$ cat src/rtl/hex_scan_if.sv
// Write port of the hex display scan controller: valid/ready handshake
// carrying a digit index, a 4-bit hex value and a blank flag.
interface hex_scan_if #(
   parameter int AW = 2
);
   logic          wr_valid;
   logic          wr_ready;
   logic [AW-1:0] wr_addr;
   logic [3:0]    wr_data;
   logic          wr_blank;

   modport master (output wr_valid, output wr_addr, output wr_data, output wr_blank,
                   input  wr_ready);
   modport slave  (input  wr_valid, input  wr_addr, input  wr_data, input  wr_blank,
                   output wr_ready);
endinterface

$ cat src/rtl/hex_scan_ctrl.sv
// Multiplexed common-anode 7-segment scan controller with a per-digit store.
// Define HEX_SCAN_LZS_EN to enable leading-zero suppression on the display.
//
// state | meaning
// ------+-----------------------------------------------------------
// INIT  | clear one store entry per cycle, write port closed
// GUARD | all anodes off for GUARD_CYC cycles before the next digit
// SHOW  | drive anode idx with its decoded segments for SCAN_DIV cycles
module hex_scan_ctrl #(
   parameter int NUM_DIGITS = 4,
   parameter int SCAN_DIV   = 50000,
   parameter int GUARD_CYC  = 64
) (
   input  logic                  clk,
   input  logic                  reset,
   hex_scan_if.slave             wr,
   output logic [0:6]            seg,
   output logic [NUM_DIGITS-1:0] digit_en,
   output logic                  frame_tick
);
   localparam int AW   = $clog2(NUM_DIGITS);
   localparam int CMAX = (SCAN_DIV > GUARD_CYC) ? SCAN_DIV : GUARD_CYC;
   localparam int CW   = $clog2(CMAX + 1);
   localparam logic [CW-1:0] GUARD_LD = CW'(GUARD_CYC - 1);
   localparam logic [CW-1:0] SHOW_LD  = CW'(SCAN_DIV - 1);
   localparam logic [AW-1:0] LAST     = AW'(NUM_DIGITS - 1);

   typedef enum logic [1:0] {INIT, GUARD, SHOW} state_t;

   state_t        state, state_nx;
   logic [AW-1:0] idx, idx_nx;
   logic [CW-1:0] cnt, cnt_nx;
   logic [4:0]    store [NUM_DIGITS];
   logic [4:0]    sel;
   logic          sup;
   logic          addr_ok;

   function automatic logic [0:6] hex7(input logic [3:0] v);
      case (v)
         4'h0: hex7 = 7'h01;  4'h1: hex7 = 7'h4F;  4'h2: hex7 = 7'h12;  4'h3: hex7 = 7'h06;
         4'h4: hex7 = 7'h4C;  4'h5: hex7 = 7'h24;  4'h6: hex7 = 7'h20;  4'h7: hex7 = 7'h0F;
         4'h8: hex7 = 7'h00;  4'h9: hex7 = 7'h04;  4'hA: hex7 = 7'h08;  4'hB: hex7 = 7'h60;
         4'hC: hex7 = 7'h31;  4'hD: hex7 = 7'h42;  4'hE: hex7 = 7'h30;  default: hex7 = 7'h38;
      endcase
   endfunction

   always_comb begin
      state_nx = state;
      idx_nx   = idx;
      cnt_nx   = cnt;
      unique case (state)
         INIT: begin
            if (idx == LAST) begin
               state_nx = GUARD;
               idx_nx   = '0;
               cnt_nx   = GUARD_LD;
            end else begin
               idx_nx = idx + 1'b1;
            end
         end
         GUARD: begin
            if (cnt == '0) begin
               state_nx = SHOW;
               cnt_nx   = SHOW_LD;
            end else begin
               cnt_nx = cnt - 1'b1;
            end
         end
         SHOW: begin
            if (cnt == '0) begin
               state_nx = GUARD;
               cnt_nx   = GUARD_LD;
               idx_nx   = (idx == LAST) ? '0 : idx + 1'b1;
            end else begin
               cnt_nx = cnt - 1'b1;
            end
         end
         default: state_nx = INIT;
      endcase
   end

   // Address check only exists when the index field can encode missing digits.
   if ((2 ** AW) > NUM_DIGITS) begin : g_rng
      assign addr_ok = (wr.wr_addr <= LAST);
   end else begin : g_full
      assign addr_ok = 1'b1;
   end

`ifdef HEX_SCAN_LZS_EN
   logic [NUM_DIGITS-1:0] lead;

   // lead[k]: every digit above k is blank or zero
   always_comb begin
      for (int k = 0; k < NUM_DIGITS; k++) begin
         lead[k] = 1'b1;
         for (int j = k + 1; j < NUM_DIGITS; j++)
            if (!store[j][4] && store[j][3:0] != 4'h0) lead[k] = 1'b0;
      end
   end

   always_comb begin
      sel = store[idx_nx];
      sup = sel[4];
      if (idx_nx != '0 && sel[3:0] == 4'h0 && lead[idx_nx]) sup = 1'b1;
   end
`else
   always_comb begin
      sel = store[idx_nx];
      sup = sel[4];
   end
`endif

   // Outputs are loaded from the next state so they change with the state register.
   always_ff @(posedge clk) begin
      if (reset) begin
         state    <= INIT;
         idx      <= '0;
         cnt      <= '0;
         seg      <= 7'h7F;
         digit_en <= '1;
      end else begin
         state <= state_nx;
         idx   <= idx_nx;
         cnt   <= cnt_nx;
         if (state_nx == SHOW) begin
            seg      <= sup ? 7'h7F : hex7(sel[3:0]);
            digit_en <= ~(NUM_DIGITS'(1) << idx_nx);
         end else begin
            seg      <= 7'h7F;
            digit_en <= '1;
         end
      end
   end

   always_ff @(posedge clk) begin
      if (!reset) begin
         if (state == INIT)
            store[idx] <= 5'h10;
         else if (wr.wr_valid && wr.wr_ready && addr_ok)
            store[wr.wr_addr] <= {wr.wr_blank, wr.wr_data};
      end
   end

   assign wr.wr_ready = (state != INIT);
   assign frame_tick  = (state == SHOW) && (idx == LAST) && (cnt == '0);

endmodule
$ cat src/flat_wrapper.sv
// flat-port wrapper written by rule: the top's interface ports become plain ports
module hex_scan_ctrl_flat 
#(
   parameter int NUM_DIGITS = 4,
   parameter int SCAN_DIV   = 50000,
   parameter int GUARD_CYC  = 64
)
  (clk, reset, seg, digit_en, frame_tick, wr_wr_valid, wr_wr_addr, wr_wr_data, wr_wr_blank, wr_wr_ready);
  hex_scan_if wr_i ();
  input  logic clk;
  input  logic reset;
  output logic [0:6] seg;
  output logic [NUM_DIGITS-1:0] digit_en;
  output logic frame_tick;
  input wire logic [$bits(wr_i.wr_valid)-1:0] wr_wr_valid;
  input wire logic [$bits(wr_i.wr_addr)-1:0] wr_wr_addr;
  input wire logic [$bits(wr_i.wr_data)-1:0] wr_wr_data;
  input wire logic [$bits(wr_i.wr_blank)-1:0] wr_wr_blank;
  output wire logic [$bits(wr_i.wr_ready)-1:0] wr_wr_ready;
  assign wr_i.wr_valid = wr_wr_valid;
  assign wr_i.wr_addr = wr_wr_addr;
  assign wr_i.wr_data = wr_wr_data;
  assign wr_i.wr_blank = wr_wr_blank;
  assign wr_wr_ready = wr_i.wr_ready;
  hex_scan_ctrl #(.NUM_DIGITS(NUM_DIGITS), .SCAN_DIV(SCAN_DIV), .GUARD_CYC(GUARD_CYC)) u_core (.clk(clk), .reset(reset), .wr(wr_i), .seg(seg), .digit_en(digit_en), .frame_tick(frame_tick));
endmodule
$ cat config.mk
export PLATFORM = sky130hd
export DESIGN_NAME = hex_scan_ctrl_flat
export DESIGN_NICKNAME = d
export VERILOG_FILES = /design/src/rtl/hex_scan_if.sv /design/src/rtl/hex_scan_ctrl.sv /design/src/flat_wrapper.sv
export SDC_FILE = /design/constraint.sdc
export NUM_CORES = 1
export LEC_CHECK = 0
export CAP_MARGIN = 20
export CORE_AREA = 2 2 101 79
export DETAILED_ROUTE_END_ITERATION = 12
export DIE_AREA = 0 0 103 81
export MAX_ROUTING_LAYER = met4
export PLACE_DENSITY = 0.68
export SYNTH_ARGS = -nofsm -noshare
export SYNTH_HDL_FRONTEND = slang
export SYNTH_SLANG_ARGS = --single-unit
$ cat constraint.sdc
create_clock -name clk -period 7.44 [get_ports clk]
set_input_delay 1.488 -clock clk [delete_from_list [all_inputs] [get_ports clk]]
set_output_delay 1.488 -clock clk [all_outputs]
set_load 0.005 [all_outputs]
* Word level (Yosys, flattened, before mapping)
Memories as Yosys holds them, arrays and structs flattened. A register that Yosys moved wholly into a read port is not among the register bits. Index checks and enable logic that the tools add are counted.
Word-level totals: register bits after elaboration 24, memory bits (writable) 20, memory bits (read-only) 112, input port bits 10, output and inout port bits 13, word-level logic and storage cells 48, memories 2
Cells by class: add/sub/neg operators 2, equal/unequal tests 5, shifts and indexed selects 1, muxes and demuxes 21, bitwise operators 2, reductions and logical operators 11
Memories:
- (no name shown) | depth 16, bits a word 7, read ports 1, clocked after memory_dff 1, wr ports 0, line hex_scan_ctrl.sv:39 | case (v)
- u_core.store | depth 4, bits a word 5, read ports 1, clocked after memory_dff 0, wr ports 1, line hex_scan_ctrl.sv:33 | logic [4:0] store [NUM_DIGITS];
Operators by type and width (count):
- 16-bit two-way mux | 3
- 16-bit case mux with 3 select lines | 1
- 16-bit logical NOT | 1
- 16-bit by 1-bit subtractor with 16-bit output (second input constant) | 1
- 2-bit two-way mux | 6
- 1-bit two-way mux | 8
- 2-bit equality test (second input constant) | 3
- 2-bit case mux with 3 select lines | 1
- 5-bit two-way mux | 1
- 5-bit OR reduction | 1
- 4-bit NOT | 1
- 2-bit case mux with 2 select lines | 1
- 1-bit by 2-bit left shift with 4-bit output (first input constant) | 1
- 1-bit logical AND | 3
- 3-bit nonzero test | 1
- 3-bit OR reduction | 1
- 2-bit by 1-bit adder with 2-bit output (second input constant) | 1
- 2-bit by 1-bit equality test with 1-bit output (second input constant) | 1
- 2-bit logical NOT | 1
- 2-bit by 1-bit inequality test with 1-bit output (second input constant) | 1
- 2-bit AND reduction | 1
- 2-bit nonzero test | 1
- 2-bit OR reduction | 1
- 1-bit NOT | 1

* Longest topological paths before layout
Gate-level depths: netlist (run 1).
depth after elaboration 8, mapped depth 15, mapped depth without buffers 14

* Worst setup path before layout (run 1)
OpenSTA, ideal clock, no wires.
path kind input port to flip-flop, start point input port reset, end point memory u_core.store[2][0], enable pin, setup time 374 ps, arrival 2851 ps, required time 7066 ps, setup slack 4216 ps, cell stages on the path 5, path buffers 1, path through clkbuf_1 -> nor3b_1 -> mux2i_1 -> inv_1 -> nor3_1
On the way: longest elaborated chain between the ends 4, elaborated cells on any way between the ends 7, those cells by class mux: 6; reduce/logical: 1
Ends and longest elaborated chain:
- from (decl) | line flat_wrapper.sv:11 | input logic reset;
- 1-bit two-way mux | line hex_scan_ctrl.sv:136 | if (!reset) begin
- 1-bit two-way mux (not written as such) | line hex_scan_ctrl.sv:140 | store[wr.wr_addr] <= {wr.wr_blank, wr.wr_data};
- 5-bit OR reduction (no line)
- 2-bit two-way mux (no line) or 1-bit two-way mux (tied branches)
- to (decl) | line hex_scan_ctrl.sv:33
Several ways; a longest one is shown, not always the timed one.

* Final worst setup path (run 1)
start point register u_core.cnt[0], end point output port frame_tick
On the way: longest elaborated chain between the ends 2
Ends and longest elaborated chain:
- from (decl) | line hex_scan_ctrl.sv:32 | logic [CW-1:0] cnt, cnt_nx;
- from (signal assigned) | line hex_scan_ctrl.sv:124 | cnt <= cnt_nx;
- 16-bit logical NOT | line hex_scan_ctrl.sv:145 | assign frame_tick = (state == SHOW) && (idx == LAST) && (cnt == '0);
- 1-bit logical AND | line hex_scan_ctrl.sv:145
- to (decl) | line flat_wrapper.sv:14 | output logic frame_tick;
Every way passes these cells.

==> impl_metrics.env, run 1 <==
export IMPL_status="finished, final reports clean"
export IMPL_synth_nets=324
export IMPL_hold_class="reg2reg"
export IMPL_finalCriticalPeriod_ns=3.90
export IMPL_grt_setup_unrepaired="false"
export IMPL_cts_resized=0
export IMPL_dp_hpwl_mm=4.37
export IMPL_nets=340
export IMPL_cts_reportedPaths_clkPinSlew_ns=0.10
export IMPL_startpoint="u_core.cnt[0]"
export IMPL_antenna_found_initial=0
export IMPL_setup_worst_path_start_class="register"
export IMPL_io_buffer_count=22
export IMPL_syn_inst=301
export IMPL_initial_core_util_pct=38.3
export IMPL_cts_tree="done"
export IMPL_htree_levels=2
export IMPL_cts_num_sinks=51
export IMPL_vias=2282
export IMPL_worstPathArrival_ns=2.41
export IMPL_detail_route_wl_per_cell_um=14.4
export IMPL_antenna_left=0
export IMPL_ff2ff_path_depth=12
export IMPL_post_cts_buffers=0
export IMPL_final_cells=423
export IMPL_cp_endpoint="frame_tick"
export IMPL_syn_to_final_growth_pct=13.5
export IMPL_setup_viol=0
export IMPL_ys_flop_type="dfxtp_1"
export IMPL_end_kind="output port"
export IMPL_yosys_warnings=0
export IMPL_cts_buffers=5
export IMPL_maxCapViolations=0
export IMPL_layout_common_cells="dfxtp_1, nand2_1, nor2_1, clkdlybuf4s50_1"
export IMPL_insertedDiodeCount=0
export IMPL_drtPass1Iterations=5
export IMPL_drv_slew=0
export IMPL_crit_type="reg2out"
export IMPL_die_w_um=103
export IMPL_post_place_cells=415
export IMPL_synth_ff_latch_count=51
export IMPL_synth_avg_cell_area_um2=9.53
export IMPL_drive_gt1_share_pct=7.23
export IMPL_final_common_cell="dfxtp_1"
export IMPL_ys_types=54
export IMPL_synth_edff_count=20
export IMPL_drc_errors=0
export IMPL_ff2ff_setup_slack_ns=3.63
export IMPL_grt_pass1_wl_mm=10.2
export IMPL_clock_path_buffers=2
export IMPL_dieArea_mm2=0.00834
export IMPL_ys_seq_area_share_pct=42.6
export IMPL_wirelength_mm=6.10
export IMPL_grt_max_degree=26
export IMPL_design_area_mm2=0.00325
export IMPL_grt_total_usage_pct=16.1
export IMPL_tns_ns=0
export IMPL_first_global_vias=2060
export IMPL_max_freq_ghz=0.256
export IMPL_grt_ovfl_total=0
export IMPL_cts_root_buf="clkbuf_8"
export IMPL_crit_reg2reg_launch="u_core.cnt[0]"
export IMPL_clk_latency_ns=0.31
export IMPL_rows=28
export IMPL_tightest_slew_ns=0.901
export IMPL_path_max_fanout=10
export IMPL_synthArstFlopShare_pct=0
export IMPL_via_per_inst=5.39
export IMPL_path_cells="inv_1 -> ha_1 -> nor4b_1 -> and4_1 -> and3_1 -> clkdlybuf4s50_1"
export IMPL_hold_viol_final=0
export IMPL_ctsHoldBuffers=0
export IMPL_slew_headroom_pct=38.2
export IMPL_gp_congestion=0.797
export IMPL_worst_clock_skew_ns=0.00737
export IMPL_core_area_mm2=0.00750
export IMPL_cp_slowest_cell="clkdlybuf4s50_1"
export IMPL_crit_required_ns=5.95
export IMPL_final_period_utilization_pct=52.4
export IMPL_die_y_um=81
export IMPL_regToRegEndpoint="u_core.seg[0]"
export IMPL_io_pin_count=23
export IMPL_slowest_delay_ns=0.50
export IMPL_place_area_mm2=0.00316
export IMPL_synth_area_mm2=0.00287
export IMPL_first_iter_violations=183
## registers in the layout, indices dropped and copies added, names as in the netlist
name	count
u_core.idx	2
u_core.digit_en	4
u_core.cnt	16
u_core.seg	7
u_core.store	20
u_core.state	2
## area by class of cell
cell class                 instances  area (um^2)
clock buffer                       5         68.8
multi-input combinational        225         1540
clock inverter                     3         27.5
inverter                          11         41.3
tap                              105          131
fill                             749         4240
timing repair buffer              23          228
sequential                        51         1220
## synthesized netlist by cell type (2+ instances only)
| cell | number | area, um^2 |
|---|---|---|
| dfxtp_1 | 31 | 621 |
| nand2_1 | 24 | 90.1 |
| nor2_1 | 23 | 86.3 |
| a21oi_1 | 20 | 100 |
| edfxtp_1 | 20 | 601 |
| o21ai_0 | 16 | 80.1 |
| nor3_1 | 15 | 75.1 |
| ha_1 | 13 | 163 |
| clkbuf_1 | 11 | 41.3 |
| inv_1 | 11 | 41.3 |
| mux2i_1 | 11 | 110 |
| and2_1 | 10 | 62.6 |
| a211oi_1 | 6 | 45.0 |
| a21boi_0 | 6 | 45.0 |
| or3_1 | 6 | 37.5 |
| xnor2_1 | 6 | 52.6 |
| and3_1 | 5 | 31.3 |
| mux2_2 | 5 | 56.3 |
| nand3b_1 | 5 | 37.5 |
| nor3b_1 | 5 | 37.5 |
| o31a_1 | 4 | 35.0 |
| xor2_1 | 4 | 35.0 |
| nand2b_1 | 3 | 18.8 |
| nor4_1 | 3 | 18.8 |
| nor4b_1 | 3 | 26.3 |
| a22oi_1 | 2 | 15.0 |
| buf_6 | 2 | 22.5 |
| nand3_1 | 2 | 10.0 |
| nor4_2 | 2 | 25.0 |
| o21a_1 | 2 | 15.0 |
| o31ai_1 | 2 | 15.0 |
## cells by family (layout without fill, tap and decap cells)
family                   Yosys count  count (layout)  synth area share [%]
flip-flops                        51              51                  42.6
multiplexers                      17              17                  6.28
XOR/XNOR                          10              10                  3.05
AO/OA/AOI/OAI                     73              73                  17.5
buffers and inverters             25              42                  3.84
adder cells (fa/ha/maj)           13              13                  5.67
AND/OR/NAND/NOR                  112             112                  21.1
## critical path: cells and delay by family (launching register included)
kind	cells	cell delay, ns
adders and majority gates	1	0.16
buffers and inverters	2	0.61
DFF	1	0.32
and+or+nand+nor	3	1.02
## stage by stage
stage	util (%)	setup slack [ns]	hold WS, ns
floorplan	-	4.22	0.457
global placement	42.1	3.50	0.468
detailed placement	42.1	3.37	0.482
CTS	43.4	3.53	0.495
global route	43.4	3.30	0.530
finish	43.4	3.54	0.491
## worst min-delay path by stage
stage	slack (ns)	endpoint	start	depth (start not counted)
6_report	0.49	u_core.cnt[8]	u_core.cnt[8]	2
5_1_grt	0.53	u_core.cnt[8]	u_core.cnt[8]	2
4_1_cts	0.49	u_core.cnt[8]	u_core.cnt[8]	2
3_5_place_dp	0.48	u_core.cnt[8]	u_core.cnt[8]	2
3_3_place_gp	0.47	u_core.cnt[8]	u_core.cnt[8]	2
2_1_floorplan	0.46	u_core.cnt[8]	u_core.cnt[8]	2
## metal layers
layer  GRT usage, %  wire [um]  vias to the layer above
met4           3.95         70                        0
met2           21.9       2400                       71
met5              -          0                        -
met3           2.84        364                        8
li1               -          -                     1137
met1           24.4       3260                     1066
Power of run 1 is not shown: default switching activity piles up to over one toggle a cycle in this logic, so the estimate is an artifact.
==> inputs of run 2 (changes only) <==
clock period = 3.8 ns   (was 7.44 ns; I/O delays follow)
==> run 2 against run 1 <==
- final area up 1.5%
- critical path depth up 7
- clock-buffer cell count unchanged
- non-clock buffer count up 5
- sequential cell count unchanged
- core utilization up 0.65 points
- die area unchanged
- register-to-register slack worse by 3.3 ns
- critical path type is now reg2reg
- critical endpoint is now u_core.seg[0]
- largest cell class unchanged
- highest routed layer unchanged
==> impl_metrics.env, run 2 (synthesis gave the netlist of run 1 again) <==
export IMPL_dieArea_mm2=0.00834
export IMPL_insertedDiodeCount=0
export IMPL_fin_ws_ns=0.334
export IMPL_rows=28
export IMPL_first_global_vias=2095
export IMPL_ff2ff_path_depth=13
export IMPL_tightest_slew_ns=0.886
export IMPL_path_max_fanout=12
export IMPL_cts_tree="done"
export IMPL_vias=2257
export IMPL_grt_pass1_wl_mm=9.98
export IMPL_final_period_utilization_pct=91.2
export IMPL_finalCriticalPeriod_ns=3.47
export IMPL_fin_hold_ws_ns=0.494
export IMPL_min_delay_start="u_core.cnt[8]"
export IMPL_cts_buffers=5
export IMPL_ff2ff_setup_slack_ns=0.33
export IMPL_detail_route_wl_per_cell_um=14.1
export IMPL_whs_endpoint="u_core.cnt[8]"
export IMPL_grt_total_usage_pct=15.8
export IMPL_clk_latency_ns=0.31
export IMPL_grt_met3_usage_pct=2.67
export IMPL_met2_usage_pct=22.8
export IMPL_final_common_cell="dfxtp_1"
export IMPL_place_area_mm2=0.00320
export IMPL_core_area_mm2=0.00750
export IMPL_gp_congestion=0.845
export IMPL_nets=345
export IMPL_worst_clock_skew_ns=0.00691
export IMPL_via_per_inst=5.27
export IMPL_htree_levels=2
export IMPL_grt_util_met1_pct=22.5
export IMPL_cts_root_buf="clkbuf_8"
export IMPL_regMostFlops="u_core.store"
export IMPL_ctsHoldBuffers=0
export IMPL_layout_common_cells="dfxtp_1, nand2_1, nor2_1, clkdlybuf4s50_1"
export IMPL_dp_slack_ns=0.366
export IMPL_wirelength_mm=6.05
export IMPL_final_cells=428
export IMPL_top_regs="u_core.store: 20 flops, u_core.cnt: 16 flops, u_core.seg: 7 flops"
export IMPL_grt_busiest_layer="met2"
export IMPL_crit_type="reg2reg"
export IMPL_initial_core_util_pct=38.3
export IMPL_maxCapViolations=0
export IMPL_hold_viol_final=0
export IMPL_worstPathArrival_ns=3.71
export IMPL_dp_hpwl_mm=4.36
export IMPL_clock_path_buffers=2
export IMPL_drive_gt1_share_pct=8.98
export IMPL_slew_headroom_pct=39.2
export IMPL_syn_to_final_growth_pct=15.2
export IMPL_whs_path_depth=2
export IMPL_drv_slew=0
export IMPL_cts_reportedPaths_clkPinSlew_ns=0.10
export IMPL_max_freq_ghz=0.288
export IMPL_regToRegEndpoint="u_core.seg[0]"
export IMPL_crit_reg2reg_launch="u_core.cnt[0]"
export IMPL_grt_ovfl_total=0
export IMPL_antenna_found_initial=0
export IMPL_grt_max_degree=25
export IMPL_die_w_um=103
export IMPL_antenna_left=0
export IMPL_setup_viol=0
export IMPL_io_buffer_count=22
export IMPL_design_area_mm2=0.00330
export IMPL_status="finished, final reports clean"
export IMPL_largest_register_ffs=20
export IMPL_post_place_cells=420
export IMPL_io_pin_count=23
export IMPL_drtPass1Iterations=4
export IMPL_setup_worst_path_start_class="register"
export IMPL_hold_class="reg2reg"
export IMPL_crit_required_ns=4.04
export IMPL_drc_errors=0
export IMPL_end_kind="register"
export IMPL_die_y_um=81
export IMPL_cts_num_sinks=51
export IMPL_first_iter_violations=176
run 2: per-stage QoR:
stage / TNS [ns] / utilization, %
after floorplan: 0 / -
after global placement: 0 / 42.6
after detailed placement: 0 / 42.6
after CTS: 0 / 43.9
after global routing: -0.00213 / 44.1
final: 0 / 44.1
run 2: worst max path at each step:
stage,from,slack (ns),endpoint,depth (start not counted)
floorplan,u_core.cnt[0],0.84,u_core.seg[0],14
global placement,u_core.cnt[0],0.56,u_core.seg[0],13
detailed placement,u_core.cnt[0],0.37,u_core.seg[0],14
CTS,u_core.cnt[0],0.33,u_core.seg[0],14
global route,u_core.cnt[0],-0.002,u_core.seg[0],14
finish,u_core.cnt[0],0.33,u_core.seg[0],13
run 2: final cells by class:
| cell class | count | area (um^2) |
|---|---|---|
| Fill cell | 740 | 4190 |
| Clock buffer | 5 | 68.8 |
| Timing Repair Buffer | 28 | 265 |
| Sequential cell | 51 | 1220 |
| Inverter | 11 | 41.3 |
| Tap cell | 105 | 131 |
| Multi-Input combinational cell | 225 | 1550 |
| Clock inverter | 3 | 28.8 |
run 2: critical path, stage by stage, from the launching register on:
cell and delay, ns:
dfxtp_1 0.32, inv_1 0.10, ha_1 0.17, nor4b_1 0.34
nand4_1 0.22, mux2_2 0.40, and2_1 0.43, mux2_2 0.48
inv_1 0.11, ha_1 0.28, nor3b_1 0.09, a21oi_1 0.16
a21oi_1 0.08, o31ai_1 0.22
run 2: what timing repair did:
| item | in CTS | in global routing |
|---|---|---|
| buffers inserted | 0 | 0 |
| endpoints found under the setup margin | 0 | 1 |
| endpoints found under the hold margin | 0 | 0 |
| gates resized for setup | 0 | 2 |
run 2: per-layer routing:
| layer | part of all wire [%] | wire length [um] |
|---|---|---|
| met1 | 50 | 3030 |
| met2 | 42 | 2540 |
| met3 | 6.5 | 394 |
| met5 | 0 | 0 |
| met4 | 1.4 | 87 |
Power of run 2 is left out for the same reason.
==> inputs of run 3 (changes only) <==
GPL_ROUTABILITY_DRIVEN = 1   (was not set)
GPL_TIMING_DRIVEN = 0   (was not set)
PLACE_DENSITY = 0.61   (was 0.68)
==> run 3 against run 2 <==
- die area stayed put
- critical path type unchanged
- global-route usage is 0.29 points higher
- core utilization hardly changed
- critical path depth is 2 higher
==> impl_metrics.env, run 3 (synthesis gave the netlist of run 1 again) <==
export IMPL_status="finished, final reports clean"
export IMPL_layout_common_cells="dfxtp_1, nand2_1, nor2_1, clkdlybuf4s50_1"
export IMPL_insertedDiodeCount=0
export IMPL_fin_ws_ns=0.359
export IMPL_post_cts_buffers=0
export IMPL_ctsHoldBuffers=0
export IMPL_worst_clock_skew_ns=0.00296
export IMPL_drive_gt1_share_pct=7.88
export IMPL_max_freq_ghz=0.291
export IMPL_die_y_um=81
export IMPL_clk_latency_ns=0.31
export IMPL_hold_viol_final=0
export IMPL_largest_register_ffs=20
export IMPL_vias=2243
export IMPL_slew_headroom_pct=40.1
export IMPL_cts_reportedPaths_clkPinSlew_ns=0.10
export IMPL_gp_congestion=0.821
export IMPL_via_per_inst=5.16
export IMPL_dieArea_mm2=0.00834
export IMPL_path_max_fanout=10
export IMPL_finalCriticalPeriod_ns=3.44
export IMPL_cts_resized=0
export IMPL_htree_levels=2
export IMPL_top_regs="u_core.store: 20 flops, u_core.cnt: 16 flops, u_core.seg: 7 flops"
export IMPL_clock_path_buffers=2
export IMPL_cts_root_buf="clkbuf_8"
export IMPL_antenna_left=0
export IMPL_initial_core_util_pct=38.3
export IMPL_syn_to_final_growth_pct=15.3
export IMPL_drv_slew=0
export IMPL_grt_pass1_wl_mm=10.2
export IMPL_dp_slack_ns=0.222
export IMPL_final_common_cell="dfxtp_1"
export IMPL_grt_ovfl_total=0
export IMPL_io_pin_count=23
export IMPL_wirelength_mm=6.13
export IMPL_io_buffer_count=21
export IMPL_rows=28
export IMPL_die_w_um=103
export IMPL_tns_ns=0
export IMPL_cts_tree="done"
export IMPL_detail_route_wl_per_cell_um=14.1
export IMPL_worstPathArrival_ns=3.64
export IMPL_tightest_slew_ns=0.892
export IMPL_final_period_utilization_pct=90.6
export IMPL_end_kind="register"
export IMPL_core_area_mm2=0.00750
export IMPL_grt_setup_unrepaired="false"
export IMPL_nets=352
export IMPL_crit_type="reg2reg"
export IMPL_setup_worst_path_start_class="register"
export IMPL_drc_errors=0
export IMPL_cts_buffers=5
export IMPL_maxCapViolations=0
export IMPL_grt_total_usage_pct=16.1
export IMPL_crit_required_ns=4.00
export IMPL_grt_max_degree=19
export IMPL_regMostFlops="u_core.store"
export IMPL_hold_class="reg2reg"
export IMPL_antenna_found_initial=0
export IMPL_setup_viol=0
export IMPL_first_iter_violations=112
export IMPL_drtPass1Iterations=4
export IMPL_fill_cells=745
export IMPL_dp_hpwl_mm=4.43
export IMPL_first_global_vias=2029
export IMPL_cts_num_sinks=51
[run 3: path summary, 6_finish.rpt]
| path | startpoint | endpoint | slack (ns) | cells past startpoint |
|---|---|---|---|---|
| min | u_core.cnt[8] | u_core.cnt[8] | 0.51 | 2 |
| max | u_core.cnt[0] | u_core.seg[0] | 0.36 | 15 |
| max reg2reg | u_core.cnt[0] | u_core.seg[0] | 0.36 | 15 |
| min reg2reg | u_core.cnt[8] | u_core.cnt[8] | 0.51 | 2 |
[run 3: layout make-up]
class	count	area [um^2]	area share (%)
tap	105	131	3.97
clock inverter	3	26.3	0.795
timing repair buffer	21	210	6.36
multi-input combinational	225	1540	46.5
clock buffer	5	68.8	2.08
buffer	14	70.1	2.12
inverter	11	41.3	1.25
sequential	51	1220	36.9
[run 3: routing by layer]
metal	global-route usage, %	vias up	share of wire (%)
li1	-	1154	-
met1	24.8	1024	55
met2	21.5	60	38
met3	2.75	5	5.6
met4	3.82	0	0.93
met5	-	-	0
[run 3: stage by stage]
stage	hold WS, ns	area (um^2)	instances	utilization [%]
global route	0.549	3310	435	44.1
CTS	0.500	3300	435	44.1
global placement	0.482	3210	427	42.8
detailed placement	0.482	3210	427	42.8
floorplan	0.457	2870	301	-
finish	0.505	3310	435	44.1
[run 3: worst max-delay path: stages (launching register included)]
cell	delay [ns]
dfxtp_1	0.33
inv_1	0.11
ha_1	0.18
nor4b_1	0.32
and4_1	0.26
buf_6	0.14
mux2i_2	0.35
nor2_4	0.15
mux2i_1	0.18
mux2_2	0.28
inv_1	0.09
ha_1	0.29
nor4b_1	0.30
a21oi_1	0.07
a21oi_1	0.17
o31ai_1	0.09
Power of run 3 is left out for the same reason.
